===== config.mk =====
export PLATFORM = sky130hd
export DESIGN_NAME = stage_status_responder
export DESIGN_NICKNAME = d
export VERILOG_FILES = /design/src/rtl/stage_status_responder.sv
export SDC_FILE = /design/constraint.sdc
export NUM_CORES = 1
export LEC_CHECK = 0
export CAP_MARGIN = 0
export CORE_ASPECT_RATIO = 0.9
export CORE_MARGIN = 10
export CORE_UTILIZATION = 45
export CTS_BUF_LIST = sky130_fd_sc_hd__clkbuf_2 sky130_fd_sc_hd__clkbuf_4 sky130_fd_sc_hd__clkbuf_8
export DETAILED_ROUTE_END_ITERATION = 8
export GPL_TIMING_DRIVEN = 0
export PLACE_DENSITY = 0.77
export SYNTH_ARGS = -nofsm -noshare
export SYNTH_HDL_FRONTEND = slang
export SYNTH_SLANG_ARGS = --single-unit

===== constraint.sdc =====
create_clock -name clk -period 4.1 [get_ports clk]
set_input_delay 0.615 -clock clk [delete_from_list [all_inputs] [get_ports clk]]
set_output_delay 0.615 -clock clk [all_outputs]
set_load 0.05 [all_outputs]

===== src/rtl/stage_status_responder.sv =====
// Stage-side responder for the controller status interface.
// Three fixed-latency stage sequencers (M, C, D) each follow the sampled
// controller state and report IDLE/BUSY/DONE/FAULT on MS, CS and DS.

// One stage: IDLE -> BUSY for N clocks -> DONE, with sticky FAULT.
module stage_fsm #(
    parameter logic [1:0]  PHASE = 2'b01,
    parameter int unsigned N     = 3,
    parameter int unsigned CNT_W = 4
) (
    input  logic       clk,
    input  logic       rst,
    input  logic [1:0] state,
    input  logic       fault,
    output logic [1:0] status,
    output logic       to_done
);
    typedef enum logic [1:0] {
        S_IDLE  = 2'b00,
        S_BUSY  = 2'b01,
        S_DONE  = 2'b10,
        S_FAULT = 2'b11
    } st_e;

    localparam logic [CNT_W-1:0] LAST = CNT_W'(N - 1);

    st_e              st_q, st_d;
    logic [CNT_W-1:0] cnt_q, cnt_d;

    // State and counter registers; reset aborts any work in flight.
    always_ff @(posedge clk or posedge rst) begin
        if (rst) begin
            st_q  <= S_IDLE;
            cnt_q <= '0;
        end else begin
            st_q  <= st_d;
            cnt_q <= cnt_d;
        end
    end

    // Next-state: controller IDLE beats fault, fault beats abort, abort beats completion.
    always_comb begin
        st_d    = st_q;
        cnt_d   = cnt_q;
        to_done = 1'b0;
        case (st_q)
            S_IDLE: begin
                if (state == PHASE) begin
                    st_d  = S_BUSY;
                    cnt_d = '0;
                end
            end
            S_BUSY: begin
                if (state == 2'b00) begin
                    st_d  = S_IDLE;
                    cnt_d = '0;
                end else if (fault) begin
                    st_d = S_FAULT;
                end else if (state != PHASE) begin
                    st_d  = S_IDLE;
                    cnt_d = '0;
                end else if (cnt_q == LAST) begin
                    // Counter parks at N-1; it never wraps.
                    st_d    = S_DONE;
                    to_done = 1'b1;
                end else begin
                    cnt_d = cnt_q + 1'b1;
                end
            end
            S_DONE: begin
                // Faults are not observed once the work has completed.
                if (state != PHASE) begin
                    st_d  = S_IDLE;
                    cnt_d = '0;
                end
            end
            S_FAULT: begin
                // Sticky until the controller returns to IDLE.
                if (state == 2'b00) begin
                    st_d  = S_IDLE;
                    cnt_d = '0;
                end
            end
            default: st_d = S_IDLE;
        endcase
    end

    assign status = st_q;
endmodule

// Top: three stage sequencers plus the shared done pulse and busy summary.
module stage_status_responder #(
    parameter int unsigned M_CYCLES = 3,
    parameter int unsigned C_CYCLES = 6,
    parameter int unsigned D_CYCLES = 2,
    parameter int unsigned CNT_W    = 4
) (
    input  logic       clk,
    input  logic       rst,
    input  logic [1:0] state,
    input  logic [2:0] fault_in,
    output logic [1:0] MS,
    output logic [1:0] CS,
    output logic [1:0] DS,
    output logic       done_pulse,
    output logic       any_busy
);
    localparam int NUM_STAGES = 3;

    logic [NUM_STAGES-1:0][1:0] status;
    logic [NUM_STAGES-1:0]      to_done;
    logic                       done_evt_q, done_evt_d;
    logic                       done_pulse_q, done_pulse_d;

    // Stage g answers to phase code g+1 (M=01, C=10, D=11).
    for (genvar g = 0; g < NUM_STAGES; g++) begin : g_stage
        localparam int unsigned N = (g == 0) ? M_CYCLES :
                                    (g == 1) ? C_CYCLES : D_CYCLES;
        stage_fsm #(
            .PHASE (2'(g + 1)),
            .N     (N),
            .CNT_W (CNT_W)
        ) u_stage (
            .clk     (clk),
            .rst     (rst),
            .state   (state),
            .fault   (fault_in[g]),
            .status  (status[g]),
            .to_done (to_done[g])
        );
    end

    // The BUSY->DONE edge is captured once, then replayed as the pulse a
    // clock later, so the pulse lands on the cycle after DONE is first shown.
    always_comb begin
        done_evt_d   = |to_done;
        done_pulse_d = done_evt_q;
    end

    // Done-pulse pipeline registers.
    always_ff @(posedge clk or posedge rst) begin
        if (rst) begin
            done_evt_q   <= 1'b0;
            done_pulse_q <= 1'b0;
        end else begin
            done_evt_q   <= done_evt_d;
            done_pulse_q <= done_pulse_d;
        end
    end

    // Busy summary straight from the registered status codes.
    always_comb begin
        any_busy = 1'b0;
        for (int i = 0; i < NUM_STAGES; i++)
            any_busy = any_busy | (status[i] == 2'b01);
    end

    assign MS         = status[0];
    assign CS         = status[1];
    assign DS         = status[2];
    assign done_pulse = done_pulse_q;
endmodule


==> flow_metrics.py, run 1 <==
metrics = {
    "cells_and_area": {
        "number_of_inserted_diodes": 0,
        "final_layout_size_suffix_gt1_share_pct": 8.90,
        "fillCellCount": 212,
        "nNetsFinal": 161,
        "final_core_util_pct": 55.8,
        "area_growth_syn_to_layout_pct": 16.4,
    },
    "critical_path": {
        "critPathMaxFanout": 7,
        "worst_setup_path_start_kind": "register",
        "max_stage_delay_ns": 0.85,
        "timing.critical_path.arrival_ns": 1.97,
        "path_cells": "clkbuf_1 > nand2b_1 > o221ai_1 > clkdlybuf4s50_1",
        "setup.worst_path.class": "register to output pin",
        "cp_slowest_cell": "sky130_fd_sc_hd__clkdlybuf4s50_1",
        "required_ns": 3.48,
        "cp_capture_type": "output pin",
    },
    "yosys": {
        "synth_seq_area_share_pct": 41.6,
        "synth_net_count": 142,
        "mappedNetlistArea_mm2": 0.00120,
        "yosysUniqueCellTypes": 44,
        "postSynthAreaPerCell_um2": 9.33,
        "cells_after_synthesis": 129,
        "synth_top_area_cell": "sky130_fd_sc_hd__dfrtp_1",
        "synthesis.yosys.warnings": 0,
        "synth_top_cells_by_area": "sky130_fd_sc_hd__dfrtp_1, sky130_fd_sc_hd__ha_1, sky130_fd_sc_hd__inv_1, sky130_fd_sc_hd__nor2_1, sky130_fd_sc_hd__nand2b_1",
        "synth_top_area_share_pct": 41.6,
        "synth.ff_latch_count": 20,
    },
    "job": {
        "max_cap_violations": 0,
    },
    "clocking": {
        "cts_num_sinks": 20,
        "cts_tree": "built",
        "clkSlewWorstSetupHoldPaths_ns": 0.10,
        "clock_insertion_delay_worst_skew_ns": 0.30,
        "ctsHtreeMaxLevel": 1,
        "tritoncts.num_buffers": 3,
        "cts_root_buffer": "sky130_fd_sc_hd__clkbuf_4",
        "ctsLongestPathBuffers": 2,
        "postCtsResizedCells": 0,
        "postCtsHoldBufs": 0,
        "cts_setup_buffers": 0,
    },
    "placed_design": {
        "dp_hpwl_um": 2000,
        "dp_slack_ns": 1.73,
        "finalWeightedCongestion": 0.782,
        "buffers_added_on_ports": 14,
    },
    "global_route": {
        "grt_pass1_wl_um": 4350,
        "global_route.overflow_total": 0,
        "via_count_of_the_first_global_routing_pass": 971,
        "antenna_violations_before_repair": 0,
        "grt.total_usage_pct": 10.2,
        "grt_start_max_net_pins": 21,
    },
    "timing": {
        "setup_violations": 0,
        "layout_setup_ws_ns": 1.51,
        "max_slew_margin_pct": 50.4,
        "worst_clock_skew_ns": 0.000996,
        "grt_setup_unrepaired": "false",
        "finalSetupTns_ns": 0,
        "final.min_clock_period_ns": 2.59,
        "peak_freq_mhz": 386,
        "post-route-period-util_pct": 63.2,
        "final.hold.worst_slack_ns": 0.361,
        "hold_viol": 0,
        "report.final.slew_viol_count": 0,
        "worst-slew-pin-transition_ns": 0.744,
    },
    "outcome": {
        "outcome": "finished, final reports clean",
    },
    "route": {
        "final_antenna_net_count": 0,
        "detail_route.wl_per_cell_um": 14.6,
        "dr.first_iter.drc_count": 69,
        "drt-pass1-iter-count": 4,
        "viasPerCell": 5.76,
        "drt-total-wl_um": 2540,
        "drc": 0,
        "via_count": 1002,
    },
    "die": {
        "effective_utilization_at_floorplan_pct": 48.0,
        "io-pin-count": 15,
        "placeableCoreArea_mm2": 0.00251,
        "design.die.area_mm2": 0.00515,
        "die_width_um": 74.5,
        "die_span_in_y_um": 69.1,
        "placementRows": 17,
    },
    "power": {
        "pwr_density_cell_mw_per_mm2": 342,
        "power.static_leakage_uw": 0.000588,
        "report.power.total_uw": 479,
        "ir_drop_mv": 0.286,
    },
    "worst_hold_path": {
        "worstHoldPathType": "register to register",
    },
}
path summary, 6_finish.rpt:
| kind | endpoint | from | slack (ns) | depth (start not counted) |
|---|---|---|---|---|
| min reg2reg | done_pulse | done_evt_q | 0.36 | 0 |
| max | any_busy | g_stage[0].u_stage.status[0] | 1.51 | 4 |
| min in group asynchronous | done_pulse | rst | 0.73 | 2 |
| max in group asynchronous | g_stage[0].u_stage.cnt_q[0] | rst | 2.90 | 2 |
| min | done_pulse | done_evt_q | 0.36 | 0 |
| max reg2reg | g_stage[2].u_stage.cnt_q[3] | g_stage[2].u_stage.cnt_q[1] | 2.38 | 6 |
metrics by stage:
step	area, um^2	instances
after detailed placement	1380	171
after floorplan	1200	129
after global placement	1380	171
after CTS	1400	174
final	1400	174
after global routing	1400	174
cell usage after synthesis, drive strengths merged:
| cell | n |
|---|---|
| dfrtp | 20 |
| nor3 | 4 |
| xnor2 | 2 |
| a22oi | 1 |
| and3 | 2 |
| nand4 | 1 |
| nand3 | 2 |
| buf | 2 |
| o221ai | 2 |
| nand4bb | 1 |
| a31oi | 4 |
| o21a | 1 |
| nor2 | 13 |
| a211oi | 1 |
| and2b | 1 |
| nor3b | 2 |
| o22ai | 3 |
| mux2 | 1 |
| o2bb2ai | 1 |
| a41oi | 1 |
| mux2i | 4 |
| a21oi | 6 |
| nand2b | 5 |
| inv | 12 |
| and2 | 2 |
| o21ai | 7 |
| o311ai | 1 |
| nand3b | 1 |
| or3b | 1 |
| o211ai | 1 |
| nand2 | 7 |
| or2 | 1 |
| a21o | 4 |
| ha | 6 |
| nor2b | 3 |
| nand4b | 1 |
| or4b | 1 |
| clkbuf | 1 |
worst max-delay path: cells and delay by family (launching register included):
kind / cells / cell delay [ns]
flip-flops: 1 / 0.36
AO/OA/AOI/OAI: 1 / 0.09
AND/OR/NAND/NOR: 1 / 0.09
buffers and inverters: 2 / 1.14
metal layers:
metal | routed length (um) | track usage [%]
met5 | 0 | 0
met4 | 15 | 2.08
met3 | 228 | 5.42
met2 | 1200 | 15.1
met1 | 1090 | 12.6
flip-flops by register name, summed over array words and instances, names as in the netlist:
name / flops
g_stage.u_stage.status: 6
done_evt_q: 1
done_pulse: 1
g_stage.u_stage.cnt_q: 12
report_power, final:
group | internal [uW] | total [uW] | leakage [uW] | switching [uW]
clock | 34.3 | 91.7 | 0.0000138 | 57.5
combinational | 59.9 | 158 | 0.000302 | 98.3
sequential | 210 | 229 | 0.000271 | 19.1
total | 304 | 479 | 0.000588 | 175
placed cells by master (no fill, tap or decap), types with 2 or more instances in the layout:
master	synthesis	routed
sky130_fd_sc_hd__a21oi_1	5	5
sky130_fd_sc_hd__inv_1	12	12
sky130_fd_sc_hd__a31oi_1	4	4
sky130_fd_sc_hd__nor3_1	3	3
sky130_fd_sc_hd__dfrtp_1	20	20
sky130_fd_sc_hd__nor2b_1	3	3
sky130_fd_sc_hd__ha_1	6	6
sky130_fd_sc_hd__o22ai_1	3	3
sky130_fd_sc_hd__nand2_1	7	7
sky130_fd_sc_hd__clkbuf_4	0	3
sky130_fd_sc_hd__buf_2	2	2
sky130_fd_sc_hd__mux2i_1	3	3
sky130_fd_sc_hd__clkdlybuf4s50_1	0	14
sky130_fd_sc_hd__nand2b_1	5	5
sky130_fd_sc_hd__and3_1	2	2
sky130_fd_sc_hd__o21ai_0	5	5
sky130_fd_sc_hd__and2_1	2	2
sky130_fd_sc_hd__a21o_1	4	4
sky130_fd_sc_hd__nand3_1	2	2
sky130_fd_sc_hd__nor3b_1	2	2
sky130_fd_sc_hd__xnor2_1	2	2
sky130_fd_sc_hd__nor2_1	12	12
sky130_fd_sc_hd__o21ai_1	2	2
cell type report:
class,count,area (um^2),area share [%]
Timing Repair Buffer,14,140,10.0
Multi-Input combinational cell,94,644,46.0
Tap cell,28,35.0,2.50
Clock buffer,3,22.5,1.61
Sequential cell,20,500,35.7
Inverter,12,45.0,3.21
Buffer,3,13.8,0.982
logic make-up (layout without fill, tap and decap cells):
group | count (synthesis) | in the layout | share of synthesized area, %
and+or+nand+nor | 48 | 48 | 22.4
DFF | 20 | 20 | 41.6
xor gates and xnor gates | 2 | 2 | 1.46
buffers and inverters | 15 | 32 | 4.89
AOI/OAI and AO/OA | 33 | 33 | 18.9
muxes | 5 | 5 | 4.57
adders and majority gates | 6 | 6 | 6.24
Power figures use the tool's default switching activity.
==> inputs of run 2 (changes only) <==
Settings changed: PLACE_DENSITY 0.77 to 0.79.
Clock period 4.1 ns to 2.3 ns, I/O delays scaled along.
==> flow_metrics.py, run 2 (synthesis gave the netlist of run 1 again) <==
metrics = {
    "critical_path": {
        "required_ns": 1.96,
        "worst_setup_path_start_kind": "register",
        "timing.critical_path.arrival_ns": 1.71,
        "setup.worst_path.class": "register to output pin",
        "critPathLaunch": "g_stage[0].u_stage.status[0]",
        "reg2regPathDepth": 6,
        "critPathMaxFanout": 7,
        "rr_startpoint": "g_stage[2].u_stage.cnt_q[1]",
        "cp_capture_type": "output pin",
    },
    "power": {
        "pwr_density_cell_mw_per_mm2": 634,
        "share_clk_of_total_power_pct": 22.6,
        "share_seq_of_total_power_pct": 45.5,
        "report.power.total_uw": 897,
        "power_report.internal_total_uw": 574,
        "power_switching_uw": 323,
        "ir_drop_mv": 0.442,
        "power.static_leakage_uw": 0.000595,
        "comb_power_share_pct": 31.9,
        "netSwitchingFraction_pct": 36.0,
    },
    "clocking": {
        "ctsLongestPathBuffers": 2,
        "ctsHtreeMaxLevel": 1,
        "clock_insertion_delay_worst_skew_ns": 0.30,
        "cts_setup_buffers": 0,
        "cts_num_sinks": 20,
        "clkSlewWorstSetupHoldPaths_ns": 0.11,
        "postCtsHoldBufs": 0,
        "tritoncts.num_buffers": 3,
        "cts_root_buffer": "sky130_fd_sc_hd__clkbuf_4",
        "cts_tree": "built",
    },
    "placed_design": {
        "dp_slack_ns": 0.223,
        "dp_hpwl_um": 2110,
        "count_of_placed_standard_cells_including_taps": 171,
        "buffers_added_on_ports": 14,
        "finalWeightedCongestion": 0.820,
    },
    "global_route": {
        "grt.total_usage_pct": 11.5,
        "global_route.overflow_total": 0,
        "grt_start_max_net_pins": 21,
        "antenna_violations_before_repair": 0,
        "via_count_of_the_first_global_routing_pass": 1082,
        "grt_pass1_wl_um": 4910,
    },
    "timing": {
        "layout_setup_ws_ns": 0.247,
        "worst_clock_skew_ns": 0.00565,
        "max_slew_margin_pct": 48.8,
        "peak_freq_mhz": 487,
        "final.min_clock_period_ns": 2.05,
        "hold_viol": 0,
        "finalSetupTns_ns": 0,
        "report.final.slew_viol_count": 0,
        "post-route-period-util_pct": 89.3,
        "setup_violations": 0,
        "grt_setup_unrepaired": "false",
        "worst-slew-pin-transition_ns": 0.767,
    },
    "route": {
        "drc": 0,
        "drt-pass1-iter-count": 4,
        "via_count": 1029,
        "drt-total-wl_um": 2770,
        "detail_route.wl_per_cell_um": 15.9,
        "viasPerCell": 5.88,
        "dr.first_iter.drc_count": 48,
        "final_antenna_net_count": 0,
    },
    "die": {
        "die_span_in_y_um": 69.1,
        "io-pin-count": 15,
        "placementRows": 17,
        "die_width_um": 74.5,
        "design.die.area_mm2": 0.00515,
        "placeableCoreArea_mm2": 0.00251,
        "effective_utilization_at_floorplan_pct": 48.0,
    },
    "outcome": {
        "outcome": "finished, final reports clean",
    },
    "cells_and_area": {
        "register_area_um2": 500,
        "layout_common_cells": "sky130_fd_sc_hd__dfrtp_1, sky130_fd_sc_hd__clkdlybuf4s50_1, sky130_fd_sc_hd__nor2_1, sky130_fd_sc_hd__inv_1, sky130_fd_sc_hd__nand2_1",
        "number_of_inserted_diodes": 0,
        "layout_commonest_cell": "sky130_fd_sc_hd__dfrtp_1",
        "instances_no_fill": 175,
        "final_layout_size_suffix_gt1_share_pct": 9.52,
        "fillCellCount": 223,
        "final_core_util_pct": 56.3,
        "max_ffs_per_register": 12,
        "area_growth_syn_to_layout_pct": 17.5,
        "multi_input_combinational_cell_area_um2": 644,
        "largest-register": "g_stage.u_stage.cnt_q",
        "nNetsFinal": 161,
    },
    "job": {
        "max_cap_violations": 0,
    },
    "worst_hold_path": {
        "hold_path_depth": 0,
        "hold_path.startpoint": "done_evt_q",
        "worstHoldPathType": "register to register",
    },
}
## run 2: changes by cell type in the layout (fill, tap and decap cells not counted)
cell	before	now
sky130_fd_sc_hd__clkbuf_8	0	1
sky130_fd_sc_hd__clkdlybuf4s50_1	14	13
sky130_fd_sc_hd__dlygate4sd2_1	0	1
## run 2: final timing paths
path / slack (ns) / to
worst max-delay path: 0.25 / any_busy
worst min-delay path: 0.36 / done_pulse
worst max register to register: 0.54 / g_stage[2].u_stage.cnt_q[3]
worst min register to register: 0.36 / done_pulse
max in group asynchronous: 1.35 / g_stage[1].u_stage.cnt_q[0]
min in group asynchronous: 0.47 / done_evt_q
## run 2: final cells by class
class,count,area share [%]
Timing Repair Buffer,14,9.82
Multi-Input combinational cell,94,45.6
Tap cell,28,2.48
Buffer,3,0.973
Clock buffer,4,2.57
Sequential cell,20,35.4
Inverter,12,3.19
## run 2: power groups by stage
stage               combinational (uW)  clock (uW)  sequential [uW]
finish                             286         202              408
global route                       312         225              414
CTS                                287         210              408
detailed placement                 287           0              414
global placement                   276           0              412
floorplan                          144           0              464
## run 2: per-stage QoR
step	hold slack, ns	cell area, um^2
floorplan	0.309	1200
global placement	0.339	1380
detailed placement	0.336	1380
CTS	0.364	1410
global route	0.385	1410
finish	0.361	1410
## run 2: what timing repair did
action,in CTS,in global routing
endpoints found under the setup margin,1,0
hold endpoints to repair,0,0
resized for setup,1,0
## run 2: critical path, cell delays in order (launching register included)
cell                            delay [ns]
sky130_fd_sc_hd__dfrtp_1              0.37
sky130_fd_sc_hd__clkbuf_1             0.30
sky130_fd_sc_hd__nand2b_1             0.09
sky130_fd_sc_hd__o221ai_1             0.09
sky130_fd_sc_hd__dlygate4sd2_1        0.56
## run 2: metal layers
| metal | part of all wire [%] | track usage (%) | up-vias | routed length (um) |
|---|---|---|---|---|
| met5 | 0 | 0 | - | 0 |
| met4 | 1.1 | 3.13 | 0 | 31 |
| met3 | 7.6 | 4.42 | 4 | 211 |
| met2 | 49 | 19.0 | 31 | 1370 |
| met1 | 42 | 13.4 | 501 | 1160 |
| li1 | - | - | 493 | - |
==> inputs of run 3 (changes only) <==
Settings changed: MAX_ROUTING_LAYER from default to met4.
==> flow_metrics.py, run 3 (synthesis gave the netlist of run 1 again) <==
metrics = {
    "outcome": {
        "outcome": "finished, final reports clean",
    },
    "power": {
        "power.static_leakage_uw": 0.000595,
        "pwr_density_cell_mw_per_mm2": 633,
        "ir_drop_mv": 0.441,
    },
    "timing": {
        "final.min_clock_period_ns": 2.06,
        "hold_viol": 0,
        "setup_violations": 0,
        "post-route-period-util_pct": 89.5,
        "peak_freq_mhz": 486,
        "worst-slew-pin-transition_ns": 0.765,
        "worst_clock_skew_ns": 0.00512,
        "report.final.slew_viol_count": 0,
        "max_slew_margin_pct": 49.0,
        "finalSetupTns_ns": 0,
        "grt_setup_unrepaired": "false",
    },
    "critical_path": {
        "required_ns": 1.96,
        "worstReg2RegEnd": "g_stage[2].u_stage.cnt_q[3]",
        "critPathLaunch": "g_stage[0].u_stage.status[0]",
        "rr_startpoint": "g_stage[2].u_stage.cnt_q[1]",
        "setup.worst_path.class": "register to output pin",
        "timing.critical_path.arrival_ns": 1.71,
        "max_stage_delay_ns": 0.57,
        "cp_slowest_cell": "sky130_fd_sc_hd__dlygate4sd2_1",
        "cp_capture_type": "output pin",
        "endpoint": "any_busy",
        "path_cells": "clkbuf_1 > nand2b_1 > o221ai_1 > dlygate4sd2_1",
        "critPathMaxFanout": 7,
        "r2r_setup_slack_ns": 0.55,
        "reg2regPathDepth": 6,
        "worst_setup_path_start_kind": "register",
    },
    "route": {
        "via_count": 1024,
        "drt-total-wl_um": 2770,
        "drc": 0,
        "viasPerCell": 5.85,
        "final_antenna_net_count": 0,
        "drt-pass1-iter-count": 5,
        "detail_route.wl_per_cell_um": 15.8,
        "dr.first_iter.drc_count": 58,
    },
    "global_route": {
        "grt_start_max_net_pins": 21,
        "global_route.overflow_total": 0,
        "grt_pass1_wl_um": 4950,
        "via_count_of_the_first_global_routing_pass": 1084,
        "antenna_violations_before_repair": 0,
        "grt.total_usage_pct": 11.9,
    },
    "clocking": {
        "cts_tree": "built",
        "cts_num_sinks": 20,
        "ctsLongestPathBuffers": 2,
        "tritoncts.num_buffers": 3,
        "postCtsHoldBufs": 0,
        "cts_root_buffer": "sky130_fd_sc_hd__clkbuf_4",
        "clkSlewWorstSetupHoldPaths_ns": 0.11,
        "clock_insertion_delay_worst_skew_ns": 0.30,
        "ctsHtreeMaxLevel": 1,
    },
    "cells_and_area": {
        "nNetsFinal": 161,
        "final_layout_size_suffix_gt1_share_pct": 9.52,
        "multi_input_combinational_cell_area_um2": 644,
        "number_of_inserted_diodes": 0,
        "largest-register": "g_stage.u_stage.cnt_q",
        "layout_commonest_cell": "sky130_fd_sc_hd__dfrtp_1",
        "layout.cell_area.non_filler_mm2": 0.00141,
        "instances_no_fill": 175,
        "area_growth_syn_to_layout_pct": 17.5,
        "max_ffs_per_register": 12,
        "register_area_um2": 500,
        "fillCellCount": 223,
        "layout_common_cells": "sky130_fd_sc_hd__dfrtp_1, sky130_fd_sc_hd__clkdlybuf4s50_1, sky130_fd_sc_hd__nor2_1, sky130_fd_sc_hd__inv_1, sky130_fd_sc_hd__nand2_1",
    },
    "placed_design": {
        "count_of_placed_standard_cells_including_taps": 171,
        "dp_hpwl_um": 2110,
        "finalWeightedCongestion": 0.832,
        "post_dp_cell_area_mm2": 0.00138,
        "buffers_added_on_ports": 14,
    },
    "die": {
        "placementRows": 17,
        "design.die.area_mm2": 0.00515,
        "die_span_in_y_um": 69.1,
        "io-pin-count": 15,
        "effective_utilization_at_floorplan_pct": 48.0,
        "placeableCoreArea_mm2": 0.00251,
        "die_width_um": 74.5,
    },
    "worst_hold_path": {
        "hold_path.startpoint": "done_evt_q",
        "worstHoldPathType": "register to register",
    },
    "job": {
        "max_cap_violations": 0,
    },
}
## run 3: cell counts in the layout (fill, tap and decap cells not counted)
Identical to the previous run, type by type.
## run 3: critical path, delay by kind of cell, from the launching register on
family | cells | cell delay, ns
AND/OR/NAND/NOR | 1 | 0.09
buffers and inverters | 2 | 0.87
AO/OA/AOI/OAI | 1 | 0.10
flip-flops | 1 | 0.37
## run 3: worst min-delay path by stage
stage,endpoint,slack (ns),depth (start not counted)
5_1_grt,done_pulse,0.38,0
3_3_place_gp,done_pulse,0.34,0
4_1_cts,done_pulse,0.36,0
2_1_floorplan,done_evt_q,0.31,1
6_report,done_pulse,0.36,0
3_5_place_dp,done_pulse,0.34,0
## run 3: layout make-up
type | count | area share (%)
plain buffers | 3 | 0.973
clock buffers | 4 | 2.57
inverters | 12 | 3.19
multi-input cells | 94 | 45.6
flip-flops and latches | 20 | 35.4
well taps | 28 | 2.48
repair buffers | 14 | 9.82
## run 3: power by group
part | internal (uW) | switching (uW) | total [uW]
clock network | 96.5 | 104 | 201
logic | 104 | 182 | 286
registers | 374 | 34.0 | 408
total | 574 | 321 | 895
## run 3: timing repair
| item | CTS | global route |
|---|---|---|
| setup buffers | 0 | 0 |
| endpoints found under the setup margin | 1 | 0 |
| resized for setup | 1 | 0 |
## run 3: metal layers
layer | wire length, um | vias to the layer above | global-route usage (%)
met5 | 0 | - | -
met4 | 44 | 0 | 3.13
met3 | 138 | 6 | 3.42
met2 | 1360 | 34 | 19.0
met1 | 1230 | 492 | 14.2
li1 | - | 492 | -
## run 3: metrics by stage
step	setup slack (ns)	total power (uW)	utilization, %	hold slack, ns
after global routing	0.125	951	56.3	0.385
final	0.241	895	56.3	0.363
after CTS	0.231	905	56.3	0.364
after global placement	0.228	688	54.9	0.339
after detailed placement	0.223	700	54.9	0.336
after floorplan	0.244	608	-	0.309
